--- src/rtl/dec_seq_pkg.sv ---
// Shared types and constants for the dec configuration sequencer.
// State codes are visible to the host through STATUS[2:0].
package dec_seq_pkg;

  typedef enum logic [2:0] {
    ST_IDLE   = 3'd0,
    ST_LOAD   = 3'd1,
    ST_SETDIV = 3'd2,
    ST_RUNON  = 3'd3,
    ST_ACTIVE = 3'd4,
    ST_STOP   = 3'd5
  } dec_seq_state_t;

  localparam logic [2:0] REG_PERIOD0 = 3'd0;
  localparam logic [2:0] REG_PERIOD1 = 3'd1;
  localparam logic [2:0] REG_PERIOD2 = 3'd2;
  localparam logic [2:0] REG_PERIOD3 = 3'd3;
  localparam logic [2:0] REG_DIV     = 3'd4;
  localparam logic [2:0] REG_CMD     = 3'd5;
  localparam logic [2:0] REG_STATUS  = 3'd6;
  localparam logic [2:0] REG_TIMEOUT = 3'd7;

  localparam int CMD_START_BIT = 0;
  localparam int CMD_STOP_BIT  = 1;

  localparam logic DEC_RUN = 1'b0;
  localparam logic DEC_DIV = 1'b1;

  function automatic logic is_busy(input dec_seq_state_t s);
    return s != ST_IDLE;
  endfunction

endpackage

--- src/rtl/dec_seq_if.sv ---
// Host register port plus the write ports into dec; slave is the sequencer side.
// Single-cycle strobes, no backpressure in either direction.
interface dec_seq_if;
  logic        cfg_wr;
  logic [2:0]  cfg_addr;
  logic [31:0] cfg_wrdata;
  logic [31:0] cfg_rddata;
  logic        dec_ctl_wr;
  logic        dec_ctl_addr;
  logic [31:0] dec_ctl_wrdata;
  logic        dec_ram_wr;
  logic [1:0]  dec_ram_addr;
  logic [31:0] dec_ram_wrdata;
  logic        busy;
  logic        timeout_irq;

  modport slave (
    input  cfg_wr, cfg_addr, cfg_wrdata,
    output cfg_rddata, dec_ctl_wr, dec_ctl_addr, dec_ctl_wrdata,
    output dec_ram_wr, dec_ram_addr, dec_ram_wrdata, busy, timeout_irq
  );

  modport master (
    output cfg_wr, cfg_addr, cfg_wrdata,
    input  cfg_rddata, dec_ctl_wr, dec_ctl_addr, dec_ctl_wrdata,
    input  dec_ram_wr, dec_ram_addr, dec_ram_wrdata, busy, timeout_irq
  );
endinterface

--- src/rtl/dec_seq_timer.sv ---
// Run timer: clears, counts while enabled, flags the last cycle before TIMEOUT.
// Terminal output is combinational from the count register; no backpressure.
module dec_seq_timer #(
  parameter int M = 32
) (
  input  logic         clk,
  input  logic         clrn,
  input  logic         i_clr,
  input  logic         i_en,
  input  logic [M-1:0] i_timeout,
  output logic         o_terminal
);
  localparam logic [M-1:0] ONE = {{(M-1){1'b0}}, 1'b1};

  logic [M-1:0] r_count;

  always_ff @(posedge clk or negedge clrn) begin
    if (!clrn) begin
      r_count <= '0;
    end else if (i_clr) begin
      r_count <= '0;
    end else if (i_en) begin
      r_count <= r_count + ONE;
    end
  end

  // A zero timeout disables the compare entirely.
  assign o_terminal = (i_timeout != '0) && (r_count == (i_timeout - ONE));
endmodule

--- src/rtl/dec_seq.sv ---
// Replays the host's period/divider profile into dec on start, then supervises the run.
// Start to ACTIVE takes 7 cycles; all dec outputs decode from registered state.
module dec_seq
  import dec_seq_pkg::*;
#(
  parameter int M = 32
) (
  input  logic     clk,
  input  logic     clrn,
  dec_seq_if.slave bus
);
  dec_seq_state_t r_state;
  logic [M-1:0]   r_period [4];
  logic [1:0]     r_div;
  logic [M-1:0]   r_timeout;
  logic [1:0]     r_idx;
  logic [7:0]     r_runs;
  logic           r_restart;
  logic           r_irq;

  logic w_cmd, w_start, w_stop, w_go, w_cfg_open, w_terminal;
  logic w_ram_wr, w_ctl_wr;

  assign w_cmd      = bus.cfg_wr && (bus.cfg_addr == REG_CMD);
  assign w_start    = w_cmd && bus.cfg_wrdata[CMD_START_BIT];
  assign w_stop     = w_cmd && bus.cfg_wrdata[CMD_STOP_BIT];
  assign w_go       = w_start && !w_stop;
  assign w_cfg_open = (r_state == ST_IDLE) || (r_state == ST_ACTIVE);

  dec_seq_timer #(.M(M)) u_timer (
    .clk        (clk),
    .clrn       (clrn),
    .i_clr      (r_state == ST_RUNON),
    .i_en       (r_state == ST_ACTIVE),
    .i_timeout  (r_timeout),
    .o_terminal (w_terminal)
  );

  always_ff @(posedge clk or negedge clrn) begin
    if (!clrn) begin
      r_state   <= ST_IDLE;
      r_idx     <= 2'd0;
      r_runs    <= 8'd0;
      r_restart <= 1'b0;
      r_irq     <= 1'b0;
    end else begin
      r_irq <= 1'b0;
      r_idx <= 2'd0;
      case (r_state)
        ST_IDLE: if (w_go) r_state <= ST_LOAD;
        ST_LOAD: begin
          if (w_stop) begin
            r_state   <= ST_STOP;
            r_restart <= 1'b0;
          end else begin
            r_idx <= r_idx + 2'd1;
            if (r_idx == 2'd3) r_state <= ST_SETDIV;
          end
        end
        ST_SETDIV: begin
          r_state <= w_stop ? ST_STOP : ST_RUNON;
          if (w_stop) r_restart <= 1'b0;
        end
        ST_RUNON: begin
          r_state <= w_stop ? ST_STOP : ST_ACTIVE;
          if (w_stop) r_restart <= 1'b0;
        end
        ST_ACTIVE: begin
          if (w_terminal || w_start || w_stop) begin
            r_state   <= ST_STOP;
            r_restart <= w_go;
            r_irq     <= w_terminal;
          end
        end
        ST_STOP: begin
          r_runs    <= r_runs + 8'd1;
          r_restart <= 1'b0;
          r_state   <= r_restart ? ST_LOAD : ST_IDLE;
        end
        default: r_state <= ST_IDLE;
      endcase
    end
  end

  // Profile registers are frozen while the sequence is being replayed into dec.
  always_ff @(posedge clk or negedge clrn) begin
    if (!clrn) begin
      for (int i = 0; i < 4; i++) r_period[i] <= '0;
      r_div     <= 2'd0;
      r_timeout <= '0;
    end else if (bus.cfg_wr && w_cfg_open) begin
      case (bus.cfg_addr)
        REG_PERIOD0, REG_PERIOD1, REG_PERIOD2, REG_PERIOD3:
          r_period[bus.cfg_addr[1:0]] <= M'(bus.cfg_wrdata);
        REG_DIV:     r_div     <= bus.cfg_wrdata[1:0];
        REG_TIMEOUT: r_timeout <= M'(bus.cfg_wrdata);
        default: ;
      endcase
    end
  end

  assign w_ram_wr = (r_state == ST_LOAD);
  assign w_ctl_wr = (r_state == ST_SETDIV) || (r_state == ST_RUNON) || (r_state == ST_STOP);

  assign bus.dec_ram_wr     = w_ram_wr;
  assign bus.dec_ram_addr   = w_ram_wr ? r_idx : 2'd0;
  assign bus.dec_ram_wrdata = w_ram_wr ? 32'(r_period[r_idx]) : 32'd0;
  assign bus.dec_ctl_wr     = w_ctl_wr;
  assign bus.dec_ctl_addr   = (r_state == ST_SETDIV) ? DEC_DIV : DEC_RUN;
  assign bus.busy           = is_busy(r_state);
  assign bus.timeout_irq    = r_irq;

  always_comb begin
    bus.dec_ctl_wrdata = 32'd0;
    case (r_state)
      ST_SETDIV: bus.dec_ctl_wrdata = {30'd0, r_div};
      ST_RUNON:  bus.dec_ctl_wrdata = 32'd1;
      default:   bus.dec_ctl_wrdata = 32'd0;
    endcase
  end

  always_comb begin
    bus.cfg_rddata = 32'd0;
    case (bus.cfg_addr)
      REG_PERIOD0, REG_PERIOD1, REG_PERIOD2, REG_PERIOD3:
        bus.cfg_rddata = 32'(r_period[bus.cfg_addr[1:0]]);
      REG_DIV:     bus.cfg_rddata = {30'd0, r_div};
      REG_STATUS:  bus.cfg_rddata = {16'd0, r_runs, 4'd0, is_busy(r_state), r_state};
      REG_TIMEOUT: bus.cfg_rddata = 32'(r_timeout);
      default:     bus.cfg_rddata = 32'd0;
    endcase
  end
endmodule

--- src/flat_wrapper.sv ---
// flat-port wrapper written by rule: the top's interface ports become plain ports
module dec_seq_flat import dec_seq_pkg::*;
#(
  parameter int M = 32
)
  (clk, clrn, bus_cfg_wr, bus_cfg_addr, bus_cfg_wrdata, bus_cfg_rddata, bus_dec_ctl_wr, bus_dec_ctl_addr, bus_dec_ctl_wrdata, bus_dec_ram_wr, bus_dec_ram_addr, bus_dec_ram_wrdata, bus_busy, bus_timeout_irq);
  dec_seq_if bus_i ();
  input  logic clk;
  input  logic clrn;
  input wire logic [$bits(bus_i.cfg_wr)-1:0] bus_cfg_wr;
  input wire logic [$bits(bus_i.cfg_addr)-1:0] bus_cfg_addr;
  input wire logic [$bits(bus_i.cfg_wrdata)-1:0] bus_cfg_wrdata;
  output wire logic [$bits(bus_i.cfg_rddata)-1:0] bus_cfg_rddata;
  output wire logic [$bits(bus_i.dec_ctl_wr)-1:0] bus_dec_ctl_wr;
  output wire logic [$bits(bus_i.dec_ctl_addr)-1:0] bus_dec_ctl_addr;
  output wire logic [$bits(bus_i.dec_ctl_wrdata)-1:0] bus_dec_ctl_wrdata;
  output wire logic [$bits(bus_i.dec_ram_wr)-1:0] bus_dec_ram_wr;
  output wire logic [$bits(bus_i.dec_ram_addr)-1:0] bus_dec_ram_addr;
  output wire logic [$bits(bus_i.dec_ram_wrdata)-1:0] bus_dec_ram_wrdata;
  output wire logic [$bits(bus_i.busy)-1:0] bus_busy;
  output wire logic [$bits(bus_i.timeout_irq)-1:0] bus_timeout_irq;
  assign bus_i.cfg_wr = bus_cfg_wr;
  assign bus_i.cfg_addr = bus_cfg_addr;
  assign bus_i.cfg_wrdata = bus_cfg_wrdata;
  assign bus_cfg_rddata = bus_i.cfg_rddata;
  assign bus_dec_ctl_wr = bus_i.dec_ctl_wr;
  assign bus_dec_ctl_addr = bus_i.dec_ctl_addr;
  assign bus_dec_ctl_wrdata = bus_i.dec_ctl_wrdata;
  assign bus_dec_ram_wr = bus_i.dec_ram_wr;
  assign bus_dec_ram_addr = bus_i.dec_ram_addr;
  assign bus_dec_ram_wrdata = bus_i.dec_ram_wrdata;
  assign bus_busy = bus_i.busy;
  assign bus_timeout_irq = bus_i.timeout_irq;
  dec_seq #(.M(M)) u_core (.clk(clk), .clrn(clrn), .bus(bus_i));
endmodule
--- config.mk ---
export PLATFORM = sky130hd
export DESIGN_NAME = dec_seq_flat
export DESIGN_NICKNAME = d
export VERILOG_FILES = /design/src/rtl/dec_seq_pkg.sv /design/src/rtl/dec_seq_if.sv /design/src/rtl/dec_seq_timer.sv /design/src/rtl/dec_seq.sv /design/src/flat_wrapper.sv
export SDC_FILE = /design/constraint.sdc
export NUM_CORES = 1
export LEC_CHECK = 0
export BUFFER_PORTS_ARGS = -buffer_cell sky130_fd_sc_hd__buf_4
export CORE_MARGIN = 5
export CORE_UTILIZATION = 59
export DETAILED_ROUTE_END_ITERATION = 12
export HOLD_SLACK_MARGIN = 0.02
export PLACE_DENSITY = 0.84
export SYNTH_ARGS = -nofsm -noshare
export SYNTH_HDL_FRONTEND = slang
export SYNTH_SLANG_ARGS = --single-unit
--- constraint.sdc ---
create_clock -name clk -period 3.2 [get_ports clk]
set_clock_uncertainty 0.05 [all_clocks]
set_input_delay 0.16 -clock clk [delete_from_list [all_inputs] [get_ports clk]]
set_output_delay 0.16 -clock clk [all_outputs]
set_load 0.03 [all_outputs]
==> results.md <==
- Status: completed
- Metal3 WL: 2620 um
- Final net count: ~1,200
- Final setup violation count: 0
- Area occupied by multi-input gates: 0.00644 mm2
- Ys Warns: 0
- Cts bufs inserted: 23
- PwrDens: a little over 1000 mW/mm2
- N_diodes: 0
- Clk buf depth: 3
- Initial DRC count: ~860
- Drt wl/cell: around 23 um
- Synth-to-layout area growth: 18.2%
- Hold Vio Cnt, Final: 0
- RSZ-0062 raised after global routing: no
- Final Util: 70.9%
- Fin area: ~0.014 mm2
- Remaining global-route overflow: 0
- Worst skew pair latency: approximately 0.51 ns
- FFs w/ async S/R, synth: between 90% and 100%
- DR vias: around 9,400
- Total core area: between 0.02 and 0.025 mm2
- VDD IR max: approximately 0.85 mV
- Final ANT Viol Nets: 0
- Worst-Margin Slew: ~0.78 ns
- H-tree depth: 1
- DR DRC count: 0
- Area after DPL: approximately 0.013 mm2
- Sw Ratio: 40.1%
- Main synth FF type: dfrtp_1
- # fillers: 1,376
- Sw power: approximately 5.8 mW
- Max_cap viols: 0
- Post-synthesis register bit count: around 210
- Crit. End Element: register
- Initial DRT Pass Iterations: 5
- Combinational Power Share: 46.0%
- Seq. cell area: ~0.0052 mm2
- Mapped Cells: 1,062
- Crit Path Max Fanout: 7
- Worst hold path type: primary input to register
- Power, Total: between 10 and 15 mW
- WL met2: 16,800 um
- Share of layout cells above drive strength 1: 35.1%
- Crit path time final: 2.94 ns
- Startpoint class of the critical path: register
- Setup TNS: 0 ns
- Die Span X: around 150 um
- Total Routing Usage GR: around 28%
- Starting Density: approximately three fifths
- Internal power: just under 9 mW
- TritonCTS clock tree: done
- Final WS setup: 0.259 ns
- Largest net degree at the start of global routing: 95
- Die height: around 150 um
- Clock transition at path regs: 0.06 ns
- First-pass GRT wire length: around 54,000 um
- Dpl hpwl: roughly 23,000 um
- CP required: ~3.6 ns
- Syn_area_per_cell: approximately 11 um2
- Rel. slew slack: a little under half
- Top post-synthesis cells by area: dfrtp_1, mux2_2, mux4_2
- Sequential share of power: 35.0%
- CTS Root Cell: clkbuf_16
- Leakage: approximately 6.3 nW
- Fmax: 340 MHz
- Routability cong.: roughly 0.96
- Cell Area, Synth: between 0.01 and 0.015 mm2
- Cell row count: between 50 and 60
- Vias per cell: between 6 and 7
- I/O pin count: approximately 140
- DIE AREA: about 0.024 mm2
- Top-area cell type share of the netlist area: between 40% and 50%
- Vias in the first global route: 9,715
- Crit share post-route: between 90% and 100%
- Post-synth EDFFs: 0
- Total wire length: between 30,000 and 40,000 um
- Commonest cells in the netlist: dfrtp_1, mux2_2, nand2_1
- Clk sinks: around 210
- Count leader, synth: dfrtp_1
- Pre-CTS setup slack: roughly 0.24 ns
- Worst Path Arrival: between 3 and 4 ns
- Clock power frac: a little under a fifth
- Slew Limit Fails: 0
- Port-buffer cells: 110
- Highest Signal Layer: met4
- Netlist cell types: 71
- Initial antenna violation count: 0
- Post-synthesis sequential area ratio: between 40% and 50%
- Met1 Routed Length: 13,400 um
- Synth area leader: dfrtp_1
- Crit Path Category: register to register
kinds of logic (layout without fill, tap and decap cells):
family,count (synthesis),count (layout),share of synthesized area [%]
buf+inv,137,252,5.22
xor+xnor,49,49,3.52
flops,209,209,43.0
compound gates,120,120,6.00
other cells,1,30,0.0308
simple gates,292,292,13.0
fa+ha+maj,5,5,0.493
mux,249,249,28.7
layer usage:
layer,GRT usage (%),vias to the layer above
met4,10.5,0
met1,38.7,4739
met2,47.2,472
met5,0,-
met3,3.79,95
li1,-,4091
critical path, stage by stage (launching register included):
cell	delay (ns)
dfrtp_1	0.45
or3_4	0.45
or4_1	0.52
a211o_1	0.28
a21oi_1	0.19
nand4_1	0.13
nor4_2	0.30
a21oi_1	0.14
a211o_1	0.30
through the flow:
step	instances	hold WS (ns)
4_1_cts	1476	0.135
2_1_floorplan	1091	-0.186
5_1_grt	1476	0.157
3_3_place_gp	1404	0.217
3_5_place_dp	1404	0.221
6_report	1476	0.157
state kept, by name, summed over array words and instances (netlist names):
signal,cells
u_core.r_period,128
u_core.r_timeout,32
u_core.u_timer.r_count,32
u_core.r_runs,8
u_core.r_state,3
u_core.r_div,2
u_core.r_idx,2
u_core.bus.timeout_irq,1
u_core.r_restart,1
layout by cell type (no fill, tap or decap), types with 33 or more instances in the layout:
cell           instances
mux4_2                64
buf_4                134
dlygate4sd3_1         33
nand2_1               70
o21ai_0               51
dfrtp_1              208
mux2_2               164
and2_1                35
nor2_1                50
inv_1                 40
power by group through the flow:
stage | logic, mW | clock network (mW) | registers, mW
finish | 6.67 | 2.77 | 5.08
global route | 7.10 | 2.92 | 5.20
CTS | 6.59 | 2.79 | 4.95
detailed placement | 6.49 | 0 | 4.98
global placement | 6.34 | 0 | 4.84
floorplan | 4.92 | 0 | 4.39
final cells by class:
| class | count | area share [%] |
|---|---|---|
| Sequential cell | 209 | 36.4 |
| Timing Repair Buffer | 173 | 10.1 |
| Multi-Input combinational cell | 745 | 44.8 |
| Inverter | 40 | 1.04 |
| Clock buffer | 29 | 4.30 |
| Clock inverter | 10 | 1.11 |
| Tap cell | 270 | 2.35 |
what timing repair did:
action	in CTS	in global routing
buffers inserted	0	0
resized for setup	0	2
hold buffers	33	0
endpoints found under the setup margin	0	1
endpoints found under the hold margin	252	0
final timing paths:
check / startpoint / endpoint / slack, ns / cells past startpoint
worst max-delay path: u_core.r_timeout[13] / u_core.r_restart / 0.26 / 8
worst min-delay path: bus_cfg_wr / u_core.r_div[1] / 0.16 / 5
worst max register to register: u_core.r_timeout[13] / u_core.r_restart / 0.26 / 8
worst min register to register: u_core.r_runs[7] / u_core.r_runs[7] / 0.44 / 1
max in group asynchronous: clrn / u_core.r_period[44] / 1.96 / 3
min in group asynchronous: clrn / u_core.r_period[94] / 0.22 / 2
(Power assumes the default switching activity.)
